### config.mk
export PLATFORM = sky130hd
export DESIGN_NAME = result_uart_sender
export DESIGN_NICKNAME = d
export VERILOG_FILES = /design/src/rtl/result_uart_sender.sv
export SDC_FILE = /design/constraint.sdc
export NUM_CORES = 1
export LEC_CHECK = 0
export BUFFER_PORTS_ARGS = -buffer_cell sky130_fd_sc_hd__buf_4
export CORE_MARGIN = 4
export CORE_UTILIZATION = 52
export DETAILED_ROUTE_END_ITERATION = 10
export PLACE_DENSITY = 0.76
export SLEW_MARGIN = 30
export SYNTH_ARGS = -nofsm -noshare
export SYNTH_HDL_FRONTEND = slang
export SYNTH_SLANG_ARGS = --single-unit
### constraint.sdc
create_clock -name clk -period 2.45 [get_ports clk]
set_clock_uncertainty 0.2 [all_clocks]
set_input_delay 0.6125 -clock clk [delete_from_list [all_inputs] [get_ports clk]]
set_output_delay 0.6125 -clock clk [all_outputs]
set_load 0.005 [all_outputs]
### src/rtl/result_uart_sender.sv
// Streams the result BRAM to the host UART: a header byte, then each word as
// big-endian sign-extended bytes, then an XOR checksum of the data bytes.
module result_uart_sender #(
  parameter int         DATA_WIDTH     = 17,
  parameter int         BYTES_PER_WORD = 3,
  parameter int         NUM_WORDS      = 192,
  parameter int         ADDR_WIDTH     = 8,
  parameter int         READ_LATENCY   = 1,
  parameter logic [7:0] HEADER_BYTE    = 8'hA5
) (
  input  logic                  clk,
  input  logic                  reset,
  input  logic                  start,
  output logic                  rd_en,
  output logic [ADDR_WIDTH-1:0] rd_addr,
  input  logic [DATA_WIDTH-1:0] rd_data,
  output logic [7:0]            tx_data,
  output logic                  tx_start,
  input  logic                  tx_busy,
  output logic                  busy,
  output logic                  done
);
  localparam int SW = 8 * BYTES_PER_WORD;
  localparam int BW = (BYTES_PER_WORD > 1) ? $clog2(BYTES_PER_WORD) : 1;
  localparam logic [ADDR_WIDTH-1:0] LAST_WORD = ADDR_WIDTH'(NUM_WORDS - 1);
  localparam logic [BW-1:0]         LAST_BYTE = BW'(BYTES_PER_WORD - 1);
  localparam logic [1:0]            LAT_LOAD  = 2'(READ_LATENCY - 1);
  localparam logic [1:0]            ACK_LOAD  = 2'd3;

  typedef enum logic [3:0] {
    S_IDLE, S_HDR, S_FETCH, S_RDWAIT, S_LOAD,
    S_SEND, S_ACKH, S_ACKL, S_NEXT, S_FIN
  } state_t;

  state_t                state_q, state_d;
  logic [ADDR_WIDTH-1:0] word_cnt_q, word_cnt_d;
  logic [ADDR_WIDTH-1:0] rd_addr_q, rd_addr_d;
  logic [BW-1:0]         byte_idx_q, byte_idx_d;
  logic [SW-1:0]         sreg_q, sreg_d;
  logic [7:0]            csum_q, csum_d;
  logic [7:0]            tx_data_q, tx_data_d;
  logic [1:0]            tmr_q, tmr_d;
  logic                  is_hdr_q, is_hdr_d;
  logic                  is_csum_q, is_csum_d;

  always_ff @(posedge clk or posedge reset) begin
    if (reset) begin
      state_q    <= S_IDLE;
      word_cnt_q <= '0;
      rd_addr_q  <= '0;
      byte_idx_q <= '0;
      sreg_q     <= '0;
      csum_q     <= '0;
      tx_data_q  <= '0;
      tmr_q      <= '0;
      is_hdr_q   <= 1'b0;
      is_csum_q  <= 1'b0;
    end else begin
      state_q    <= state_d;
      word_cnt_q <= word_cnt_d;
      rd_addr_q  <= rd_addr_d;
      byte_idx_q <= byte_idx_d;
      sreg_q     <= sreg_d;
      csum_q     <= csum_d;
      tx_data_q  <= tx_data_d;
      tmr_q      <= tmr_d;
      is_hdr_q   <= is_hdr_d;
      is_csum_q  <= is_csum_d;
    end
  end

  always_comb begin
    state_d    = state_q;
    word_cnt_d = word_cnt_q;
    rd_addr_d  = rd_addr_q;
    byte_idx_d = byte_idx_q;
    sreg_d     = sreg_q;
    csum_d     = csum_q;
    tx_data_d  = tx_data_q;
    tmr_d      = tmr_q;
    is_hdr_d   = is_hdr_q;
    is_csum_d  = is_csum_q;
    rd_en      = 1'b0;
    tx_start   = 1'b0;
    done       = 1'b0;
    unique case (state_q)
      S_IDLE: begin
        if (start) begin
          csum_d     = '0;
          word_cnt_d = '0;
          is_csum_d  = 1'b0;
          state_d    = S_HDR;
        end
      end
      S_HDR: begin
        tx_data_d = HEADER_BYTE;
        is_hdr_d  = 1'b1;
        state_d   = S_SEND;
      end
      S_FETCH: begin
        rd_en   = 1'b1;
        tmr_d   = LAT_LOAD;
        state_d = S_RDWAIT;
      end
      S_RDWAIT: begin
        if (tmr_q == 2'd0) begin
          sreg_d     = SW'($signed(rd_data));
          byte_idx_d = '0;
          state_d    = S_LOAD;
        end else begin
          tmr_d = tmr_q - 2'd1;
        end
      end
      S_LOAD: begin
        tx_data_d = sreg_q[SW-1 -: 8];
        csum_d    = csum_q ^ sreg_q[SW-1 -: 8];
        state_d   = S_SEND;
      end
      S_SEND: begin
        if (!tx_busy) begin
          tx_start = 1'b1;
          tmr_d    = ACK_LOAD;
          state_d  = S_ACKH;
        end
      end
      // Timeout covers a UART that never shows busy for this byte.
      S_ACKH: begin
        if (tx_busy || tmr_q == 2'd0) state_d = S_ACKL;
        else                          tmr_d   = tmr_q - 2'd1;
      end
      S_ACKL: begin
        if (!tx_busy) state_d = S_NEXT;
      end
      S_NEXT: begin
        if (is_hdr_q) begin
          is_hdr_d = 1'b0;
          state_d  = S_FETCH;
        end else if (is_csum_q) begin
          state_d = S_FIN;
        end else if (byte_idx_q != LAST_BYTE) begin
          sreg_d     = sreg_q << 8;
          byte_idx_d = byte_idx_q + 1'b1;
          state_d    = S_LOAD;
        end else if (word_cnt_q == LAST_WORD) begin
          tx_data_d = csum_q;
          is_csum_d = 1'b1;
          state_d   = S_SEND;
        end else begin
          word_cnt_d = word_cnt_q + 1'b1;
          state_d    = S_FETCH;
        end
      end
      S_FIN: begin
        done    = 1'b1;
        state_d = S_IDLE;
      end
      default: state_d = S_IDLE;
    endcase
    // Address moves only on the edge that opens a read, so it holds otherwise.
    if (state_d == S_FETCH) rd_addr_d = word_cnt_d;
  end

  assign rd_addr = rd_addr_q;
  assign tx_data = tx_data_q;
  assign busy    = (state_q != S_IDLE);

endmodule

Yosys cells after proc, flatten, opt, wreduce, memory -nomap -nowiden

Cells that the tools add are included.

Bits in registers: 66
Bits of input ports: 21
Output and inout port bits: 20

Add/sub/neg operators: 3
Equality and inequality tests: 22
Multiplexer cells: 48
Bitwise gates (word level): 1
Reduce and logical (&&, ||, !) cells: 16

Operators by type and width:

| cell                                                            | number |
|---|---|
| 24-bit two-way mux                                              | 4 |
| 8-bit two-way mux                                               | 10 |
| 24-bit case mux with 2 select lines                             | 1 |
| 4-bit case mux with 8 select lines                              | 1 |
| 8-bit case mux with 2 select lines                              | 2 |
| 4-bit two-way mux                                               | 7 |
| 8-bit case mux with 3 select lines                              | 1 |
| 2-bit != test, second input constant                            | 11 |
| 4-bit by 3-bit == test with 1-bit output, second input constant | 4 |
| 2-bit two-way mux                                               | 7 |
| 4-bit by 2-bit == test with 1-bit output, second input constant | 3 |
| 5-bit AND reduction                                             | 2 |
| 1-bit two-way mux                                               | 9 |
| 8-bit by 1-bit adder with 8-bit output, second input constant   | 1 |
| 4-bit == test, second input constant                            | 2 |
| 8-bit == test, second input constant                            | 1 |
| 2-bit case mux with 4 select lines                              | 1 |
| 2-bit nonzero test                                              | 4 |
| 4-bit nonzero test                                              | 2 |
| 8-bit bitwise XOR                                               | 1 |
| 3-bit two-way mux                                               | 2 |
| 4-bit by 1-bit == test with 1-bit output, second input constant | 1 |
| 4-bit zero test                                                 | 1 |
| 1-bit case mux with 2 select lines                              | 2 |
| 10 further kinds                                                | 10 |

Depth between registers and ports, before layout

Depth after elaboration: 7
Depth in mapped cells: 9

Worst setup path after synthesis

No wires, ideal clock.

Path type: reg-to-reg
Start: register word_cnt_q[0]
End: register rd_addr_q[1] (netlist: rd_addr[1])
Library setup time: 0.125 ns
Data arrival time: 1.982 ns
Data required time: 2.125 ns
Slack: 0.143 ns
Stages on the path, launching flop included: 9
Buffers on the path: 1
Clock period less this slack: 2.307 ns
Path through: dfrtp_1 -> ha_1 -> and3_1 -> buf_2 -> a31oi_1 -> o32ai_1 -> nor4_2 -> nand2_4 -> mux2_4

Longest elaborated chain between the ends: 7
Elaborated cells between the ends (all ways): 13

Ends and longest elaborated chain:

| element                                                                                        | RTL line | RTL |
|---|---|---|
| start: declaration                                                                             | 36       | `logic [ADDR_WIDTH-1:0] word_cnt_q, word_cnt_d;` |
| start signal: assignment                                                                       | 60       | `word_cnt_q <= word_cnt_d;` |
| parallel branches: the longest is 7 deep, another holds 8-bit by 1-bit adder with 8-bit output | -        |  |
| end signal: assignment                                                                         | 61       | `rd_addr_q <= rd_addr_d;` |
| end: declaration                                                                               | 37       | `logic [ADDR_WIDTH-1:0] rd_addr_q, rd_addr_d;` |

Parallel ways; which one is timed is not known.
A chain may end at the register's enable or synchronous reset.

Worst setup path in the final report

Start: register tmr_q[0]
End: register rd_addr_q[2] (netlist: rd_addr[2])

Longest elaborated chain between the ends: 5
Elaborated cells between the ends (all ways): 6

Ends and longest elaborated chain:

| element                                      | RTL line | RTL |
|---|---|---|
| start: declaration                           | 42       | `logic [1:0] tmr_q, tmr_d;` |
| start signal: assignment                     | 66       | `tmr_q <= tmr_d;` |
| 2-bit zero test (*)                          | 106, 128 |  |
| 1-bit logical OR                             | 128      | `if (tx_busy \|\| tmr_q == 2'd0) state_d = S_ACKL;` |
| 4-bit two-way mux                            | 128      |  |
| 4-bit case mux with 8 select lines (*)       | 86       | `unique case (state_q)` |
| via state_d[1]                               | 35       | `state_t state_q, state_d;` |
| 4-bit by 2-bit == test with 1-bit output (*) | 160      | `if (state_d == S_FETCH) rd_addr_d = word_cnt_d;` |

The timed path passes the listed nets; every way through them passes the cells marked *.

==> impl_results.md <==
- Core area: between 0.006 and 0.007 mm²
- Die height: slightly below 90 µm
- Worst reg2reg setup slack: 0.06 ns
- Total Neg Setup Slack: 0 ns
- # port buffers: 40
- Fmax: roughly 420 MHz
- Worst-path clk slew: ~0.080 ns
- Worst EP required: about 2.5 ns
- Synth Instances: roughly 340
- Number of library cell types mapped by synthesis: 52
- Mapped cell area: 0.003267 mm²
- GRT overflow: 0
- Largest net degree at the start of global routing: 34
- Lkg Pwr: between 1.5 and 2 nW
- Iteration-0 DRC count of the detailed router: about 160
- CP Launch Type: register
- Final Core Density: 0.6603
- Clk network pwr share: 0.223
- Nets: 415
- Hold_buf cts: 0
- Cts bufs inserted: 9
- Internal power: 2.881 mW
- Fin. Hold Viols: 0
- Final WL: roughly 7000 µm
- CP Data Arrival Time: ~2.4 ns
- ANT nets after route: 0
- CTS H-Tree Depth: 3
- # setup viols final: 0
- VDD IR max: about 510 µV
- PD cells: between 1000 and 1500 mW/mm²
- First-pass GRT wire length: between 10000 and 15000 µm
- GRT Total Usage: 0.2025
- Status: finished, final reports clean
- HPWL after DPL: a little under 5000 µm
- Cell Rows: 28
- Syn_nets: around 360
- Die Span X: ~87 µm
- Root buf cell: clkbuf_8
- Vias per cell: ~5.5
- Crit. End Element: register
- Detailed-route DRC error count: 0
- Yosys reg bits: 66
- Vias after detailed routing: between 2000 and 3000
- Initial antenna violation count: 0
- Worst min path class: input pin to async pin
- Psw: roughly 1.6 mW
- CTS tree: yes
- Ports: between 40 and 50
- Number of global-route vias before repair: approximately 2600
- Seq pwr share: 0.410
- Max-slew headroom: 0.5993
- Setup Crit Path Kind: register to register
- Placer Congestion: about 0.86
- Inserted Diodes: 0
- Initial Util: 0.5422
- Layout area overhead: 21.79%
- Crit. Startpoint: tmr_q[0]
- Combinational Power Share: 0.367
- Setup bufs post-CTS: 0
- Sw Ratio: 0.3618
- CTS Sinks: 66
- Max_cap viols: 0
- Clock buffer depth: 2
- Sequential area share after synthesis: 0.5056
- WL/cell: around 15 µm
- Post-layout minimum cycle time: between 2 and 2.5 ns
- CP max FO: 8
- Pre-Repair DR Iteration Count: 4
- Worst r2r src: tmr_q[0]
- Synth Warn #: 0
- Syn avg cell area: 9.694 µm²
- Share of cells above drive strength 1: 0.2652
- Max-slew violations: 0
- Later-pin clock latency in the skew report: around 0.34 ns
- Slew at the pin with the worst max-slew slack: 0.6004 ns
- DIE AREA: approximately 0.0076 mm²
- Crit share post-route: 0.9739
-- through the flow --
stage / hold slack, ns / setup WS [ns] / power (mW) / instances / cell area [µm²]
3_5_place_dp: 0.2769 / 0.02244 / 3.489 / 455 / 3736
3_3_place_gp: 0.2668 / 0.08831 / 3.403 / 455 / 3736
2_1_floorplan: 0.2554 / 0.1431 / 2.959 / 337 / 3271
4_1_cts: 0.1041 / 0.02289 / 4.530 / 471 / 3958
6_report: 0.1052 / 0.06387 / 4.515 / 471 / 3979
5_1_grt: 0.1391 / -0.01590 / 4.863 / 471 / 3979
-- registers in the layout (all words and copies together), names as in the netlist --
signal and cells:
state_q 4, is_hdr_q 1, tmr_q 2, is_csum_q 1
tx_data 8, sreg_q 24, csum_q 8, byte_idx_q 2
rd_addr 8, word_cnt_q 8
-- placed cells by master, fill, tap and decap left out, types with 2 or more instances in the layout --
cell / n
dfrtp_2: 2
inv_1: 4
nand3_1: 12
buf_4: 61
dfrtp_1: 64
and3_1: 3
nand3b_1: 3
nor2_1: 18
nor3_1: 3
a21oi_1: 9
o21ai_1: 21
clkbuf_8: 9
a31oi_1: 11
mux2_4: 8
clkinvlp_4: 2
and4b_1: 2
mux2i_1: 13
nand2b_1: 3
o21ai_0: 29
o32ai_1: 3
o21a_1: 2
ha_1: 3
bufinv_16: 2
and2_1: 2
nand2_1: 70
-- Yosys cell counts, drive strengths merged --
cell type  count  share of area
nor4b          1         0.0073
nand3         12          0.018
clkbuf         3         0.0034
a31oi         12          0.023
ha             3          0.011
nand4          1         0.0019
and4b          2         0.0061
o2111a         1         0.0034
xnor2          1         0.0027
o21a           2         0.0046
nand4b         1         0.0027
nand2b         4         0.0077
a32o           1         0.0031
nand3b         3         0.0069
a21boi         1         0.0023
and3b          1         0.0027
nor3b          1         0.0023
or3            1         0.0019
mux2i         13          0.040
nor2          19          0.023
o21bai         1         0.0023
and2           2         0.0038
and3           4         0.0077
nor2b          1         0.0019
a41oi          1         0.0027
nand2         72          0.086
o41ai          1         0.0027
a2bb2oi        2         0.0073
buf           17          0.031
mux2           9          0.040
o32ai          3         0.0080
xor2           1         0.0027
inv            5         0.0057
a21oi          9          0.014
o22ai          1         0.0019
nor4           1         0.0038
nor3           4         0.0096
and4bb         1         0.0038
a211oi         1         0.0038
o21ai         51          0.079
or2            1         0.0019
dfrtp         66           0.51
-- cells by family (layout without fill, tap and decap cells) --
logic type      count (synthesis)  count (layout)  synth area share
fa+ha+maj                       3               3           0.01149
mux                            22              22           0.08005
compound gates                 87              87            0.1582
simple gates                  132             132            0.1988
buf+inv                        25              84           0.04060
xor+xnor                        2               2          0.005363
flops                          66              66            0.5056
-- power groups by stage --
stage	Sequential, mW	Clock [mW]	Combinational (mW)
final	1.85	1.01	1.66
after CTS	1.84	1.03	1.66
after detailed placement	1.85	0	1.64
after global placement	1.83	0	1.57
after floorplan	1.76	0	1.20
after global routing	1.91	1.07	1.88
-- final cells by class --
type,count,area (µm²)
clock buffer,10,127.6
clock inverter,6,90.09
fill,490,2047
inverter,5,22.52
multi-input combinational,246,1501
sequential,66,1654
tap,75,93.84
timing repair buffer,63,489.2
-- path summary, 6_finish.rpt --
kind | depth (start not counted) | endpoint
max | 9 | rd_addr[2]
min | 2 | sreg_q[7]
max reg2reg | 9 | rd_addr[2]
min reg2reg | 2 | sreg_q[22]
max in group asynchronous | 3 | state_q[0]
min in group clk | 3 | sreg_q[7]
-- routing by layer --
| metal | share of wire | track usage | wire length, µm |
|---|---|---|---|
| met1 | 0.46 | 0.2747 | 3194 |
| met2 | 0.48 | 0.3116 | 3351 |
| met3 | 0.043 | 0.04447 | 300 |
| met4 | 0.022 | 0.09066 | 157 |
| met5 | 0 | 0 | 0 |
-- worst max-delay path: stages (launching register included) --
cell and delay (ns):
dfrtp_1 0.36, inv_1 0.06, ha_1 0.24, buf_4 0.16, o21ai_0 0.15, nand2_1 0.07
a21oi_1 0.27, a2bb2oi_2 0.26, nand2_4 0.15, mux2_4 0.34
-- what timing repair did --
item,in CTS,in global routing
endpoints found under the setup margin,2,10
pin swaps,1,3
resized for setup,1,8
Power figures use the tool's default switching activity.
